`src/rtl/riscv_pkg.sv`:
```
// Shared RV32I constants and the buffered fetch entry type used by the fetch stage.
package riscv_pkg;
  localparam int                 RV_XLEN     = 32;
  localparam logic [RV_XLEN-1:0] RV_NOP      = 32'h0000_0013;
  localparam logic [RV_XLEN-1:0] RV_RESET_PC = 32'h0000_0000;
  localparam logic [1:0]         ILEN_LSB_32 = 2'b11;

  typedef logic [RV_XLEN-1:0] word_t;

  typedef struct packed {
    word_t pc;
    word_t instr;
  } fetch_entry_t;

  function automatic logic is_illegal(input word_t w);
    return w[1:0] != ILEN_LSB_32;
  endfunction
endpackage

```
`src/rtl/instr_fetch_if.sv`:
```
// Fetch-stage bundle: instruction memory req/gnt/rvalid, redirect from execute, decoder valid/ready.
interface instr_fetch_if;
  import riscv_pkg::*;

  logic  mem_req;
  word_t mem_addr;
  logic  mem_gnt;
  logic  mem_rvalid;
  word_t mem_rdata;
  logic  redirect_valid;
  word_t redirect_pc;
  word_t instr;
  word_t instr_pc;
  logic  instr_valid;
  logic  instr_illegal;
  logic  instr_ready;

  modport master (
    output mem_req, mem_addr, instr, instr_pc, instr_valid, instr_illegal,
    input  mem_gnt, mem_rvalid, mem_rdata, redirect_valid, redirect_pc, instr_ready
  );

  modport slave (
    input  mem_req, mem_addr, instr, instr_pc, instr_valid, instr_illegal,
    output mem_gnt, mem_rvalid, mem_rdata, redirect_valid, redirect_pc, instr_ready
  );
endinterface

```
`src/rtl/fetch_fifo.sv`:
```
// Buffer of {pc, instr}; head read straight from the storage flops, push/pop land on the next edge.
// No internal backpressure: the producer guarantees space, pop on empty is ignored, flush beats push.
module fetch_fifo
  import riscv_pkg::*;
#(
  parameter int    DEPTH    = 2,
  parameter word_t RESET_PC = RV_RESET_PC
) (
  input  logic                   clk,
  input  logic                   resetn,
  input  logic                   push,
  input  word_t                  push_pc,
  input  word_t                  push_instr,
  input  logic                   pop,
  input  logic                   flush,
  output logic [$clog2(DEPTH):0] count,
  output logic                   head_valid,
  output word_t                  head_pc,
  output word_t                  head_instr
);
  localparam int AW = $clog2(DEPTH);

  fetch_entry_t  mem [DEPTH];
  logic [AW-1:0] rd_ptr;
  logic [AW-1:0] wr_ptr;
  logic          do_pop;

  assign do_pop     = pop && (count != '0);
  assign head_valid = (count != '0);
  assign head_pc    = mem[rd_ptr].pc;
  assign head_instr = mem[rd_ptr].instr;

  always_ff @(posedge clk or negedge resetn) begin
    if (!resetn) begin
      for (int i = 0; i < DEPTH; i++) begin
        mem[i] <= '{pc: RESET_PC, instr: RV_NOP};
      end
      rd_ptr <= '0;
      wr_ptr <= '0;
      count  <= '0;
    end else if (flush) begin
      rd_ptr <= '0;
      wr_ptr <= '0;
      count  <= '0;
    end else begin
      if (push) begin
        mem[wr_ptr] <= '{pc: push_pc, instr: push_instr};
        wr_ptr      <= wr_ptr + 1'b1;
      end
      if (do_pop) begin
        rd_ptr <= rd_ptr + 1'b1;
      end
      case ({push, do_pop})
        2'b10:   count <= count + 1'b1;
        2'b01:   count <= count - 1'b1;
        default: count <= count;
      endcase
    end
  end
endmodule

```
`src/rtl/instr_fetch.sv`:
```
// RV32I fetch stage: one outstanding word read at a time, responses buffered with their PCs.
// Best case one request every 2 cycles; requests stop while buffer plus in-flight would overflow.
module instr_fetch
  import riscv_pkg::*;
#(
  parameter word_t RESET_PC   = RV_RESET_PC,
  parameter int    FIFO_DEPTH = 2
) (
  input logic           clk,
  input logic           resetn,
  instr_fetch_if.master bus
);
  localparam logic [1:0] S_IDLE = 2'd0;
  localparam logic [1:0] S_REQ  = 2'd1;
  localparam logic [1:0] S_WAIT = 2'd2;
  localparam int         CW     = $clog2(FIFO_DEPTH) + 1;
  localparam int         OW     = CW + 1;
  localparam logic [OW-1:0] DEPTH_W = OW'(FIFO_DEPTH);

  logic [1:0]    state;
  word_t         fetch_pc;
  word_t         req_addr;
  logic          inflight;
  logic          kill;
  logic          pending;
  logic [CW-1:0] count;
  logic [OW-1:0] occupancy;
  logic          req;
  logic          push;
  logic          pop;
  word_t         head_instr;
  logic          head_valid;
  logic          unused_pc_lsbs;

  assign occupancy     = OW'(count) + OW'(inflight);
  assign req           = (state == S_REQ) && (pending || (occupancy < DEPTH_W));
  assign bus.mem_req   = req;
  assign bus.mem_addr  = pending ? req_addr : fetch_pc;
  assign push          = (state == S_WAIT) && inflight && bus.mem_rvalid && !kill && !bus.redirect_valid;
  assign pop           = head_valid && bus.instr_ready;
  assign unused_pc_lsbs = ^bus.redirect_pc[1:0];

  assign bus.instr         = head_instr;
  assign bus.instr_valid   = head_valid;
  assign bus.instr_illegal = head_valid && is_illegal(head_instr);

  always_ff @(posedge clk or negedge resetn) begin
    if (!resetn) begin
      state    <= S_IDLE;
      fetch_pc <= RESET_PC;
      req_addr <= RESET_PC;
      inflight <= 1'b0;
      kill     <= 1'b0;
      pending  <= 1'b0;
    end else begin
      case (state)
        S_IDLE: state <= S_REQ;
        S_REQ: begin
          if (req && bus.mem_gnt) begin
            state    <= S_WAIT;
            inflight <= 1'b1;
            pending  <= 1'b0;
            // A killed request was issued for the old stream; fetch_pc already holds the target.
            if (!kill) fetch_pc <= fetch_pc + 32'd4;
          end else if (req) begin
            pending <= 1'b1;
          end
        end
        S_WAIT: begin
          if (bus.mem_rvalid) begin
            state    <= S_REQ;
            inflight <= 1'b0;
            kill     <= 1'b0;
          end
        end
        default: state <= S_IDLE;
      endcase

      if (req && !pending) req_addr <= fetch_pc;

      if (bus.redirect_valid) begin
        fetch_pc <= {bus.redirect_pc[31:2], 2'b00};
        kill     <= req || (inflight && !bus.mem_rvalid);
      end
    end
  end

  fetch_fifo #(
    .DEPTH    (FIFO_DEPTH),
    .RESET_PC (RESET_PC)
  ) u_fifo (
    .clk        (clk),
    .resetn     (resetn),
    .push       (push),
    .push_pc    (req_addr),
    .push_instr (bus.mem_rdata),
    .pop        (pop),
    .flush      (bus.redirect_valid),
    .count      (count),
    .head_valid (head_valid),
    .head_pc    (bus.instr_pc),
    .head_instr (head_instr)
  );
endmodule

```
`src/flat_wrapper.sv`:
```
// flat-port wrapper written by rule: the top's interface ports become plain ports
module instr_fetch_flat import riscv_pkg::*;
#(
  parameter word_t RESET_PC   = RV_RESET_PC,
  parameter int    FIFO_DEPTH = 2
)
  (clk, resetn, bus_mem_req, bus_mem_addr, bus_instr, bus_instr_pc, bus_instr_valid, bus_instr_illegal, bus_mem_gnt, bus_mem_rvalid, bus_mem_rdata, bus_redirect_valid, bus_redirect_pc, bus_instr_ready);
  instr_fetch_if bus_i ();
  input logic clk;
  input logic resetn;
  output wire logic [$bits(bus_i.mem_req)-1:0] bus_mem_req;
  output wire logic [$bits(bus_i.mem_addr)-1:0] bus_mem_addr;
  output wire logic [$bits(bus_i.instr)-1:0] bus_instr;
  output wire logic [$bits(bus_i.instr_pc)-1:0] bus_instr_pc;
  output wire logic [$bits(bus_i.instr_valid)-1:0] bus_instr_valid;
  output wire logic [$bits(bus_i.instr_illegal)-1:0] bus_instr_illegal;
  input wire logic [$bits(bus_i.mem_gnt)-1:0] bus_mem_gnt;
  input wire logic [$bits(bus_i.mem_rvalid)-1:0] bus_mem_rvalid;
  input wire logic [$bits(bus_i.mem_rdata)-1:0] bus_mem_rdata;
  input wire logic [$bits(bus_i.redirect_valid)-1:0] bus_redirect_valid;
  input wire logic [$bits(bus_i.redirect_pc)-1:0] bus_redirect_pc;
  input wire logic [$bits(bus_i.instr_ready)-1:0] bus_instr_ready;
  assign bus_mem_req = bus_i.mem_req;
  assign bus_mem_addr = bus_i.mem_addr;
  assign bus_instr = bus_i.instr;
  assign bus_instr_pc = bus_i.instr_pc;
  assign bus_instr_valid = bus_i.instr_valid;
  assign bus_instr_illegal = bus_i.instr_illegal;
  assign bus_i.mem_gnt = bus_mem_gnt;
  assign bus_i.mem_rvalid = bus_mem_rvalid;
  assign bus_i.mem_rdata = bus_mem_rdata;
  assign bus_i.redirect_valid = bus_redirect_valid;
  assign bus_i.redirect_pc = bus_redirect_pc;
  assign bus_i.instr_ready = bus_instr_ready;
  instr_fetch #(.RESET_PC(RESET_PC), .FIFO_DEPTH(FIFO_DEPTH)) u_core (.clk(clk), .resetn(resetn), .bus(bus_i));
endmodule
```
`config.mk`:
```
export PLATFORM = sky130hd
export DESIGN_NAME = instr_fetch_flat
export DESIGN_NICKNAME = d
export VERILOG_FILES = /design/src/rtl/riscv_pkg.sv /design/src/rtl/instr_fetch_if.sv /design/src/rtl/fetch_fifo.sv /design/src/rtl/instr_fetch.sv /design/src/flat_wrapper.sv
export SDC_FILE = /design/constraint.sdc
export NUM_CORES = 1
export LEC_CHECK = 0
export CORE_ASPECT_RATIO = 1.5
export CORE_MARGIN = 3
export CORE_UTILIZATION = 50
export CTS_CLUSTER_SIZE = 25
export DETAILED_ROUTE_END_ITERATION = 8
export HOLD_SLACK_MARGIN = 0.1
export PLACE_DENSITY = 0.73
export SLEW_MARGIN = 20
export SYNTH_ARGS = -nofsm -noshare
export SYNTH_HDL_FRONTEND = slang
export SYNTH_SLANG_ARGS = --single-unit
```
`constraint.sdc`:
```
create_clock -name clk -period 2.3 [get_ports clk]
set_input_delay 0.575 -clock clk [delete_from_list [all_inputs] [get_ports clk]]
set_output_delay 0.575 -clock clk [all_outputs]
set_load 0.02 [all_outputs]
```
# Yosys cells after proc, flatten, opt, wreduce, memory -nomap -nowiden
# Cells that the tools add are included.
# word_totals
output_inout_bits,99
regBits,201
inputBits,70
# classes
n_bitwise,3
reduce_logical,35
addsub,6
muxes,27
n_lt_le_gt_ge,4
n_eq_ne,8
# ops
op,count
two-way mux 64 bit,4
two-way mux 32 bit,5
bitwise mux 128 bit,1
demux 64 bit (select 1 bit),1
"adder 32 x 3 -> 32 bit, second input constant",1
nonzero test 2 bit,9
logical AND 1 bit,12
two-way mux 1 bit,10
"!= test 2 bit, second input constant",4
AND reduction 2 bit,4
two-way mux 2 bit,3
case mux 2 bit (3 select lines),1
AND reduction 3 bit,2
"equality test 2 x 1 -> 1 bit, second input constant",2
"equality test 2 bit, second input constant",2
"greater-or-equal comparator 2 bit, second input constant",2
logical NOT 1 bit,4
NOT 1 -> 2 bit,2
case mux 2 bit (2 select lines),1
adder 2 x 1 -> 3 bit,1
"< comparator 3 x 2 -> 1 bit, second input constant",1
nonzero test 3 bit,1
"adder 1 bit, second input constant",2
"adder 2 x 1 -> 2 bit, second input constant",1
6 further kinds,7

# Longest topological paths before layout
# Gate-level depths: netlist of the first run.
# depth
word_depth,8
mapped_depth,7
mapped_depth_nobuf,6

# By module
# From an unflattened synthesis of the first run, not the netlist that was laid out.
# hier_totals
hier_cells,695
hier_area_um2,9623.0
# by_module_without_submodules
mod,cells_each,seq_area_each_um2,area_each_um2,n_inst
fetch_fifo,363,3310.7,6068.3,1
instr_fetch,332,1626.6,3554.7,1

# Worst setup path before layout of the first run
# OpenSTA, ideal clock, no wires.
# synth_path
path_kind,reg2out
from,register u_core.u_fifo.rd_ptr
to,output port bus_instr_illegal
arrival_time_ps,1517
stages_incl_launch_ff,4
setup_slack_ps,208
required_time_ps,1725
path_cell_list,dfrtp_1 -> clkbuf_1 -> mux2_2 -> a21boi_0
# synth_via
elab_chain_len,6
# synth_rtl
element,line,rtl
"start, declared",fetch_fifo.sv:24,logic [AW-1:0] rd_ptr;
"start signal, assigned",fetch_fifo.sv:51,rd_ptr <= rd_ptr + 1'b1;
NOT 1 -> 2 bit (implied by the code),fetch_fifo.sv:31,assign head_instr = mem[rd_ptr].instr;
two-way mux 64 bit (implied by the code) (3 in a row),fetch_fifo.sv:31,
named net bus_instr[0],flat_wrapper.sv:13,output wire logic [$bits(bus_i.instr)-1:0] bus_instr;
!= test 2 bit,riscv_pkg.sv:16,return w[1:0] != ILEN_LSB_32;
logical AND 1 bit,instr_fetch.sv:45,assign bus.instr_illegal = head_valid && is_illegal(head_instr);
"end, declared",flat_wrapper.sv:16,output wire logic [$bits(bus_i.instr_illegal)-1:0] bus_instr_illegal;
# The timed path passes the listed nets, and every way through them passes these cells. The select of a mux whose other input is x is not followed.

# Final worst setup path of the first run
# layout_path
from,register u_core.u_fifo.rd_ptr
to,output port bus_instr[31]
# layout_via
elab_chain_len,4
# layout_rtl
element,line
NOT 1 -> 2 bit (implied by the code),fetch_fifo.sv:31
two-way mux 64 bit (implied by the code) (3 in a row),fetch_fifo.sv:31
"end, declared",flat_wrapper.sv:13
# No other way between the ends. The select of a mux whose other input is x is not followed.

==> results of run 1 <==
[cell type report]
cell class / count / area [µm²]
Fill cell: 1370 / 5887
Inverter: 7 / 26.28
Clock buffer: 24 / 471.7
Clock inverter: 7 / 77.57
Sequential cell: 193 / 4840
Tap cell: 213 / 266.5
Multi-Input combinational cell: 445 / 4004
Timing Repair Buffer: 219 / 1997
[worst max-delay path by stage]
| stage | startpoint | end | slack (ns) | cells past startpoint |
|---|---|---|---|---|
| after floorplan | u_core.u_fifo.rd_ptr | bus_instr_illegal | 0.21 | 3 |
| after detailed placement | bus_mem_rvalid | u_core.u_fifo.mem[84] | -0.32 | 7 |
| final | u_core.u_fifo.rd_ptr | bus_instr[31] | 0.02 | 5 |
| after global placement | bus_mem_rvalid | u_core.u_fifo.mem[92] | -0.26 | 7 |
| after CTS | u_core.u_fifo.rd_ptr | bus_instr[18] | -0.10 | 6 |
| after global routing | u_core.u_fifo.rd_ptr | bus_instr_pc[31] | -0.03 | 5 |
[synth_stat cells, types with 2 or more instances]
cell type  number  area [µm²]
a21oi_1         4       20.02
and3_1          5       31.28
buf_1          12       45.04
buf_2          14       70.07
buf_4           4       30.03
buf_6           2       22.52
clkbuf_1       13       48.80
dfrtp_1       187        4679
dfstp_2         6       157.7
inv_1           7       26.28
mux2_1          9       101.4
mux2_2        233        2624
nand2_1        48       180.2
nand2b_1        4       25.02
nand3_1        11       55.05
nand3b_1        2       15.01
nand4_1         2       12.51
nor2_1          9       33.78
nor2b_1         5       31.28
nor3_1          7       35.03
nor3_2          5       50.05
nor4_1          6       37.54
nor4_2          4       50.05
nor4_4          3       63.81
o21a_1          2       15.01
o21ai_0        23       115.1
o21ai_1        14       70.07
xnor2_1        26       227.7
xor2_1          4       35.03
[state kept, by name (all words and copies together), names as in the netlist]
register and count:
u_core.pending 1, u_core.u_fifo.mem 124, u_core.u_fifo.wr_ptr 1, u_core.req_addr 30
u_core.state 2, u_core.u_fifo.rd_ptr 1, u_core.fetch_pc 30, u_core.u_fifo.count 2
u_core.inflight 1, u_core.kill 1
[layer usage]
metal  up-vias  wire length [µm]  GRT usage
met1      3095              8518     0.2634
met5         -                 0          0
met4         0               342    0.06512
met3        27               884    0.03786
met2       134             11720     0.4007
li1       2809                 -          -
[logic make-up (layout without fill, tap and decap cells)]
logic type / count (synthesis) / after routing / share of synthesized area
AO/OA/AOI/OAI: 45 / 45 / 0.02600
XOR/XNOR: 30 / 30 / 0.02904
adder cells (fa/ha/maj): 1 / 1 / 0.001383
buffers and inverters: 52 / 257 / 0.02683
flip-flops: 193 / 193 / 0.5346
multiplexers: 243 / 243 / 0.3023
other: 1 / 4 / 0.0004145
AND/OR/NAND/NOR: 122 / 122 / 0.07938
[where the power goes]
part / switching [mW] / leakage, nW / internal (mW) / total [mW]
Sequential: 0.573 / 2.51 / 4.16 / 4.73
Clock: 1.22 / 0.253 / 1.55 / 2.77
Combinational: 2.28 / 2.70 / 2.23 / 4.52
Total: 4.07 / 5.46 / 7.94 / 12.0
[repair_timing]
item	CTS	global route
gates resized for setup	343	61
gates cloned	3	1
endpoints found under the setup margin	95	45
buffers inserted	11	6
hold buffers	0	0
==> summary by stage, run 1 <==
Flow run
The max-cap check violation count is 0.

Routing
The remaining routing DRC violations is 0. The count of nets left with antenna violations once routing finished came out at 0. In the routed layout, each cell is associated on average with a via count of 5.474. The length of the first detailed-routing pass in iterations is 4. The detailed-route via count is 6065. The count of routing violations after the opening detailed-route iteration is 206.

Dividing the detail-routed wire length by the instance count gives 19.37 µm. After detailed routing, the total wire length is 21.46 mm.

Place
The instance area after placement is 0.01120 mm². The global placement routability congestion is 0.7882. The placed wire-length estimate after detailed placement is 14.83 mm. The count of buffers from port buffering is 162. The placed instance count is 1058. The worst-case setup slack after placement is -0.3179 ns.

Global routing
The maximum number of pins on one net before global-route repair is 60. The first global-routing pass estimated 34.12 mm of wire. The total global-route track usage is 0.2200. The via count of the first global-routing pass came to 6689.

The remaining global-route overflow is 0. The initial antenna violation count is 0.

Synth
The post-synthesis average cell area is 13.17 µm². The main flop type after synthesis is dfrtp_1. After synthesis the cells add up to 0.009047 mm². For this run, the number of Yosys warnings is 0. The gate count of the mapped netlist is 687. The number of enable flip-flop cells after synthesis is 0.

The async set-or-reset flop fraction in the synthesized netlist is 1.000. The share of synthesized area occupied by flip-flops and latches is 0.5346. Synthesis instantiated 45 different standard cells from the library. The count of state elements after synthesis is 193.

Timing
The final-report hold violation count was 0. Subtracting the final worst setup slack from the clock period gives 2.283 ns. Headroom to the max-slew limit came out at 0.6611. Setup repair after global routing could not meet its margin everywhere. The number of slew-limit violations in the final report is 0. The total negative setup slack is 0 ns. Hold timing on the final database bottoms out at a slack of 0.1267 ns.

At the pin with the least slew margin, the transition time is 0.5083 ns. The worst setup skew after layout is 0.01098 ns. Across all setup checks in the final design, the least slack found is 0.01732 ns. Setup violations remaining at the end of the flow were counted as 0.

The maximum clock frequency is 438.1 MHz. Of the available clock period, the critical path in the final layout requires 0.9925.

Critical path
STA classifies the critical path endpoint as a primary output. The cell family contributing the most delay on the critical path is buffers and inverters. The slowest stage of the critical path is the dfrtp_2 cell. The highest cell delay on the worst timing path is 0.41 ns. The critical path arrival is 1.71 ns.

The critical path goes through buf_6 -> buf_12 -> buf_4 -> mux2_2 -> buf_2. The worst setup path is launched from a flip-flop. At the worst endpoint, the required time is 1.73 ns. By startpoint and endpoint, the worst setup path is classified as reg -> out. The depth of the worst register-to-register path is 5. The count of buffering cells on the critical path with inverters included is 4. The setup slack of the most critical reg-to-reg path is 0.13 ns. Along the worst path, the maximum fanout reaches 5.

The capture point of the worst reg-to-reg path is u_core.fetch_pc[31]. The beginning of the worst register-to-register path is u_core.fetch_pc[5].

Final layout
At the end of the flow, the number of nets in the layout was 954. Once layout is done, the placed cells without fillers occupy 0.01168 mm². The library cell used most frequently in the layout, excluding fill and tap cells, is mux2_2.

Leaving out fill and tap cells, the most frequent cells in the layout are mux2_2, dfrtp_1, buf_2. The utilization of the core after routing is 0.6649. The share of post-route cells with drive strength above 1 is 0.4872.

The area growth from synthesis to layout is 29.13%. Once layout is complete, the cells apart from fillers number 1108. The number of antenna diodes in the final layout is 0.

Power and ir drop
The static leakage power is 5.459 nW. The power per standard cell area is 1028 mW/mm². The post-layout total power is 12.01 mW.

Across the VDD grid, the largest voltage drop is 0.5004 mV.

Status
The flow ran to the end, and the final reports show no timing, DRC or antenna violations.

Clock network
TritonCTS built the clock tree. For this design, the sink count on the clock tree is 193. The number of buffers inserted during clock tree synthesis is 17. The number of buffers between clock root and the deepest sink is 2.

Clock latency on the worst-skew pair, taken at its later pin, is 0.42 ns. The cell sitting at the root of the clock tree is a clkbuf_16. The H-tree depth reported by CTS is 4. After clock tree synthesis, the clock-pin slew on the worst setup and hold paths is 0.06 ns.

Floorplanning
The area of the core region is 0.01757 mm². The die covers 0.01978 mm². The floorplan step set the die height to 170.8 µm. The initial core utilization is 0.5150. The top-level I/O count is 169. The number of core rows is 59.

The die is 115.8 µm wide.

Worst hold path
The classification of the worst-slack hold path is in -> async.
Note: power is estimated with default switching activity, not from simulation.
==> run 2: changes to the inputs <==
--- a/config.mk
+++ b/config.mk
@@ -16,3 +16,4 @@
 export SYNTH_ARGS = -nofsm -noshare
 export SYNTH_HDL_FRONTEND = slang
 export SYNTH_SLANG_ARGS = --single-unit
+export TNS_END_PERCENT = 50
==> run 2 against run 1 <==
  * Core utilization fell by 0.41 points
  * Largest power group unchanged
  * Global-route usage fell by 0.18 points
  * Critical path depth did not move
  * First-iteration DRC count rose by 6.8%
  * Flip-flop and latch count did not move
  * Maximum frequency rose by 0.20%
  * Non-clock buffer count fell by 3
  * Critical path type unchanged
  * Setup slack improved by 0.0045 ns
==> summary by stage, run 2 (synthesized netlist as in run 1, its figures left out) <==
Status
The run finished with clean final reports.

Critical path
The cell that appears most often on the critical path is buf_6. The kind of launch point of the worst setup path is a flip-flop. The critical path starts at u_core.u_fifo.rd_ptr. The peak fanout along the critical path is 9.

The critical path class is reg -> out. In this run the critical register-to-register path is captured at u_core.fetch_pc[31]. The beginning of the worst register-to-register path is u_core.fetch_pc[5]. The setup slack of the most critical reg-to-reg path is 0.14 ns. The critical path arrival is 1.70 ns. The type of element capturing the critical path is a primary output. The critical path goes through buf_6 -> buf_12 -> buf_4 -> mux2_2 -> buf_6. For this design, the slowest cell found on the critical path is dfrtp_2. Following the worst setup path forward leads to its endpoint at bus_instr_pc[9]. In this design, the stage delay of the slowest critical-path cell is 0.44 ns. For the worst setup path, the data required time is 1.73 ns. The worst register-to-register path has a depth of 5.

Clock network
The count of hold buffers inserted by post-cts repair is 0. CTS placed an instance of clkbuf_16 at the clock tree root. The clock network latency to the later pin of the worst-skew pair is 0.42 ns. For this design, the sink count on the clock tree is 193. The clock tree from TritonCTS is built.

The number of buffers inserted during clock tree synthesis is 17. The clock passes through at most 2 buffers. Clock-pin slew was measured on the worst setup and hold paths at 0.06 ns. In this run the number of H-tree levels came out at 4.

Routing
Dividing the detail-routed wire length by the instance count gives 19.09 µm. After detailed routing, the number of remaining DRC violations is 0. The first TritonRoute pass finished after 4 iterations. The final wirelength is 21.09 mm. The via count normalized by instance count is 5.440.

The final route contains 6011 vias. The number of routed nets with antenna violations is 0. After the first detailed-routing iteration, the DRC count stood at 220.

Final layout
Compared with the post-synthesis result, the final layout area differs by 28.32%. The repair_antennas step left the layout with diodes totalling 0. The filler cells instantiated in the layout total 1371. The flip-flop count of the largest register after layout is 124. The largest registers in the layout are u_core.u_fifo.mem x124, u_core.fetch_pc x30, u_core.req_addr x30. The top cell types in the final layout, fill and taps aside, are mux2_2, dfrtp_1, clkdlybuf4s50_1. In the final layout, the share of cells above drive strength 1 is 0.4843. The total number of nets in the final design is 951.

The top register by number of flip-flops is u_core.u_fifo.mem. The count of non-filler cells in the finished layout is 1105. The utilization of the core after routing is 0.6608. The summed area of non-filler cells in the final layout is 0.01161 mm². The most common library cell in the layout ignoring fill and taps is mux2_2.

Timing
The number of slew-limit violations in the final report was 0. The final worst hold slack is 0.1290 ns. The worst max-slew margin expressed relative to the limit is 0.6599. The worst setup skew after layout is 0.01157 ns.

The final-report hold violation count is 0. At the pin with the least slew margin, the transition time is 0.5102 ns. The maximum clock frequency is 439.0 MHz. The final-report setup violation count is 0. The slack of the critical path is 0.02185 ns.

The minimum period implied by the final worst setup slack is 2.278 ns. Setup repair after global routing could not meet its margin everywhere. The share of the clock period used by the worst path is 0.9905. In the final timing run, aggregate negative setup slack is 0 ns.

Floorplanning
The floorplan step defined a core boundary enclosing 0.01757 mm². The die covers 0.01978 mm². The initial utilization of the core area, before any placement, comes to 0.5150. The top-level I/O count is 169. The x dimension of the die is 115.8 µm. The vertical extent of the die is 170.8 µm.

The number of core rows is 59.

Power and ir drop
The worst vdd rail ir drop is 0.4945 mV. The power per standard cell area is 1024 mW/mm². In this run the static leakage power is 5.423 nW. The design draws 11.89 mW.

Global routing
The via count of the first global-routing pass was 6622. The initial antenna violation count is 0. The maximum number of pins on one net before global-route repair is 60. The first-pass GRT wire length is 33.85 mm.

The total global-route track usage is 0.2182. The remaining global-route overflow is 0.

Worst hold path
The classification of the worst-slack hold path is in -> async.

Place
The global placement routability congestion is 0.7882. The placed wire-length estimate after detailed placement is 14.83 mm. The count of buffers from port buffering is 162.

In this run, placement finished with an instance count of 1058. The instance area after placement is 0.01120 mm². The worst-case setup slack after placement is -0.3179 ns.

Flow run
The max-cap check violation count is 0.
[run 2: cell types whose count changed in the layout (fill, tap and decap cells not counted), moves of 2 or more]
cell             before  now
o21ai_0              19   23
dlygate4sd2_1         6    4
buf_6                17   15
buf_2                71   59
clkdlybuf4s15_2       4    2
clkbuf_2              3   17
clkdlybuf4s15_1       0    4
o21ai_1              17   13
[run 2: cell type report]
type	instances	area [µm²]	area share
well taps	213	266.5	0.02296
clock buffers	24	471.7	0.04063
inverters	7	26.28	0.002263
multi-input cells	445	4004	0.3449
repair buffers	216	1924	0.1658
clock inverters	7	77.57	0.006682
flip-flops and latches	193	4840	0.4169
[run 2: where the power goes]
group	leakage, nW	total [mW]	switching (mW)	internal (mW)
Sequential	2.51	4.73	0.577	4.16
Combinational	2.66	4.39	2.24	2.15
Clock	0.253	2.77	1.22	1.55
Total	5.42	11.9	4.04	7.85
[run 2: how the worst min path moves through the flow]
stage | start | to | slack (ns) | cells past startpoint
after global placement | u_core.state[0] | u_core.state[0] | 0.46 | 1
after global routing | resetn | u_core.u_fifo.mem[59] | 0.17 | 1
after floorplan | resetn | u_core.fetch_pc[10] | 0.28 | 0
after CTS | resetn | u_core.u_fifo.mem[123] | 0.14 | 1
after detailed placement | u_core.u_fifo.mem[73] | u_core.u_fifo.mem[73] | 0.48 | 1
final | resetn | u_core.u_fifo.mem[5] | 0.13 | 1
[run 2: per-layer routing]
| metal | global-route usage | up-vias | wire [µm] |
|---|---|---|---|
| met5 | 0 | - | 0 |
| met1 | 0.2610 | 3068 | 8476 |
| met2 | 0.3979 | 116 | 11490 |
| met4 | 0.06310 | 0 | 330 |
| met3 | 0.03822 | 25 | 795 |
| li1 | - | 2802 | - |
[run 2: repair_timing]
action | 4_1_cts | 5_1_grt
endpoints found under the setup margin | 95 | 63
gates cloned | 2 | 0
gates resized for setup | 293 | 84
buffers inserted | 6 | 9
[run 2: worst max-delay path, delay by kind of cell, from the launching register on]
kind | cells | cell delay [ns]
flops | 1 | 0.44
buf+inv | 4 | 0.54
mux | 1 | 0.30
==> run 3: changes to the inputs <==
--- a/config.mk
+++ b/config.mk
@@ -11,9 +11,10 @@
 export CTS_CLUSTER_SIZE = 25
 export DETAILED_ROUTE_END_ITERATION = 8
 export HOLD_SLACK_MARGIN = 0.1
-export PLACE_DENSITY = 0.73
+export PLACE_DENSITY = 0.72
 export SLEW_MARGIN = 20
 export SYNTH_ARGS = -nofsm -noshare
 export SYNTH_HDL_FRONTEND = slang
+export SYNTH_HIERARCHICAL = 1
 export SYNTH_SLANG_ARGS = --single-unit
 export TNS_END_PERCENT = 50
==> run 3 against run 2 <==
  * Non-clock buffer count decreased by 4
  * Combinational power rose by 13%
  * Cell count up 4.7%
  * Sequential power up 5.7%
  * Hold slack better by 0.30 ns
  * Wire length rose by 11%
  * Critical path type unchanged
==> summary by stage, run 3 <==
Status
The flow ran to the end, and the final reports show no timing, DRC or antenna violations.

Synth
The share of synthesized area occupied by flip-flops and latches is 0.5131. The number of warnings issued by yosys is 6. In the synthesized netlist, the cells that appear most often are dfrtp_1, mux2_2, mux2_4, nand2_1, o21ai_0. The number of different library cells used by synthesis comes to 50. dfrtp_1 is the most common cell in the netlist. The cell accounting for the most synthesized area is dfrtp_1.

After synthesis, the cell types taking the most area are dfrtp_1, mux2_2, mux2_4, dfstp_2, nand2_1. The main flop type after synthesis is dfrtp_1. The gate count of the mapped netlist is 695. In this run, synthesis produced a sequential element count of 197.

The async set-or-reset flop fraction in the synthesized netlist is 1.000. Yosys mapped a number of flops with a built-in enable equal to 0. The post-synthesis average cell area is 13.85 µm². The share of synthesized area in the top cell type comes to 0.4967. The synthesized netlist occupies a cell area of 0.009623 mm².

Critical path
Among the stages of the critical path, the cell type that occurs most often is buf_4. The kind of launch point of the worst setup path is a flip-flop. The endpoint required time on the critical path is 1.73 ns. The critical path's top delay family is buffers and inverters. The worst setup path is of the reg -> out kind. Along the worst path, the maximum fanout reaches 13. Traced cell by cell, the critical path runs through buf_4 -> buf_4 -> buf_12 -> mux2_2 -> buf_4.

The count of buffering cells on the critical path with inverters included is 4. The type of element capturing the critical path is a primary output. Data on the critical path arrives at its endpoint at 1.72 ns. The highest cell delay on the worst timing path is 0.43 ns. On the critical path, the stage with the largest delay is an instance of dfrtp_2.

Final layout
The largest registers in the layout are u_core/u_fifo/mem x128, u_core/fetch_pc x30, u_core/req_addr x30. The count of non-filler cells in the finished layout is 1157. The register with the most flip-flops in the layout has 128 of them. In the layout the commonest cells are mux2_2, dfrtp_1, clkdlybuf4s50_1. The share of post-route cells with drive strength above 1 is 0.4818. The sequential cell area is 0.004940 mm².

Once layout is complete, the utilization of the core stands at 0.6547. Summing all multi-input logic gate instances after layout gives 0.004365 mm². The summed area of non-filler cells in the final layout is 0.01224 mm². The number of filler instances in the final layout is 1476. At the end of the flow, the number of nets in the layout was 963. The top register by number of flip-flops is u_core/u_fifo/mem. 0 antenna diodes ended up in the layout. The post-synthesis to final-layout area growth is 27.23%.

Clock network
Clock tree synthesis selected as its root buffer the cell clkbuf_16. CTS built an H-tree with a depth of 4. The number of sinks handled by clock tree synthesis is 197. After clock tree synthesis, the clock-pin slew on the worst setup and hold paths is 0.06 ns.

Clock latency on the worst-skew pair, taken at its later pin, is 0.43 ns. Buffers inserted during clock tree synthesis total 17. TritonCTS built the clock tree. No sink is reached through more buffers than the 2 on the longest clock path.

Global routing
Across every metal layer, demand over resource in global routing totals 0.2224. The remaining global-route overflow is 0. The first-pass GRT wire length is 36.97 mm. The initial antenna violation count was 0. The maximum number of pins on one net before global-route repair is 63. The via count of the first global-routing pass was 6822.

Timing
The number of slew-limit violations in the final report is 0. Setup violations remaining at the end of the flow were counted as 0. For the pin with the worst max-slew slack, the measured transition is 0.5383 ns. Across the routed clock network, the largest skew measured is 0.01716 ns. The maximum clock frequency is 434.8 MHz. The slack of the critical path is 0.0002836 ns.

Headroom to the max-slew limit came out at 0.6411. The final-report hold violation count was 0. The minimum period implied by the final worst setup slack is 2.300 ns. Setup repair after global routing could not meet its margin everywhere. The share of the clock period used by the worst path is 0.9999.

Floorplanning
For this design the top-level I/O count stands at 169. The floorplan has 61 rows. The initial core utilization is 0.5146. The total die area is 0.02098 mm². The die is 175.9 µm tall. The area of the core region is 0.01870 mm².

The die is 119.3 µm wide.

Place
Before CTS, the worst setup slack after placement is -0.5387 ns. Detailed placement ended at an HPWL of 15.41 mm. The instance area after placement is 0.01167 mm². The placed instance count is 1110. Input and output buffers added on the ports amount to 164.

Routability-driven placement finished with a final weighted congestion of 0.8653.

Flow run
The max-cap check violation count is 0.

Routing
In this run the remaining antenna-violating nets after routing total 0. The count of routing violations after the opening detailed-route iteration is 370. The final route contains 6339 vias. Summed over all layers, the routed wires come to 23.35 mm. After detailed routing, the average wire length per cell comes to 20.18 µm. For this run, the detailed router's first-pass iteration total came to 5. After detailed routing, the number of remaining DRC violations is 0. After detailed routing, the number of vias per cell comes to 5.479.

Power and ir drop
In this run the power density over the cells is 1060 mW/mm². VDD sags by at most 0.5777 mV. The static leakage power is 5.898 nW.

Worst hold path
The worst hold path belongs to the class in -> reg.
## run 3: cell types whose count changed in the layout (fill, tap and decap cells not counted), moves of 7 or more
cell             delta
clkbuf_2           -10
xor2_1             +12
xnor2_1            -13
nand4_1            +12
o21ai_1             -7
clkdlybuf4s15_1     +7
buf_2               -7
mux2_2             -43
mux2_1              -9
mux2_4             +59
## run 3: report_power, final
group | total (mW) | switching, mW | leakage (nW) | internal, mW
Clock | 3.04 | 1.37 | 0.289 | 1.67
Sequential | 5.00 | 0.669 | 2.58 | 4.33
Combinational | 4.95 | 2.51 | 3.03 | 2.44
Total | 13.0 | 4.55 | 5.90 | 8.44
## run 3: final timing paths
kind                       slack [ns]                    end  cells past startpoint            startpoint
setup / recovery               0.0003       bus_instr_pc[15]                      5  u_core/u_fifo/rd_ptr
hold / removal                   0.43   u_core/u_fifo/rd_ptr                      2    bus_redirect_valid
setup reg to reg                 0.03  u_core/u_fifo/mem[91]                      8       u_core/state[0]
hold reg to reg                  0.50        u_core/state[0]                      1       u_core/state[1]
max in group asynchronous        0.84  u_core/u_fifo/mem[18]                      3                resetn
min in group asynchronous        0.66  u_core/u_fifo/mem[21]                      2                resetn
## run 3: repair_timing
action                                  4_1_cts  5_1_grt
hold buffers                                  1        0
pin swaps                                     0        2
cloned                                        1        5
buffers inserted                              6        2
resized for setup                           319       43
endpoints found under the hold margin        21        0
endpoints found under the setup margin      162      184
## run 3: stage by stage
| step | hold WS, ns | TNS, ns | total power, mW |
|---|---|---|---|
| finish | 0.4266 | 0 | 12.98 |
| global route | 0.4245 | -1.340 | 13.65 |
| CTS | 0.4000 | -2.778 | 13.13 |
| detailed placement | 0.4796 | -61.78 | 10.57 |
| global placement | 0.4503 | -54.72 | 10.41 |
| floorplan | 0.2794 | 0 | 8.015 |
## run 3: worst register-to-register path, delay by kind of cell, from the launching register on
family                 cells  cell delay, ns
flip-flops                 1            0.40
multiplexers               1            0.35
AND/OR/NAND/NOR            5            1.11
buffers and inverters      2            0.30
## run 3: kinds of logic after synthesis
family	after synthesis	share of synthesized area
flops	197	0.5131
xor+xnor	29	0.02639
simple gates	114	0.07242
compound gates	51	0.03017
fa+ha+maj	1	0.001300
buf+inv	50	0.03836
mux	252	0.3179
other cells	1	0.0003897
## run 3: final cells by class
class,count,share of cell area
clock buffer,18,0.03587
clock inverter,14,0.01380
inverter,11,0.003373
multi-input combinational,453,0.3566
sequential,197,0.4035
tap,252,0.02575
timing repair buffer,212,0.1612
## run 3: routing by layer
metal	up-vias	global-route usage	part of all wire
met5	-	0	0
met4	0	0.05607	0.012
met3	19	0.03930	0.042
met2	197	0.3916	0.53
met1	3250	0.2837	0.42
li1	2873	-	-
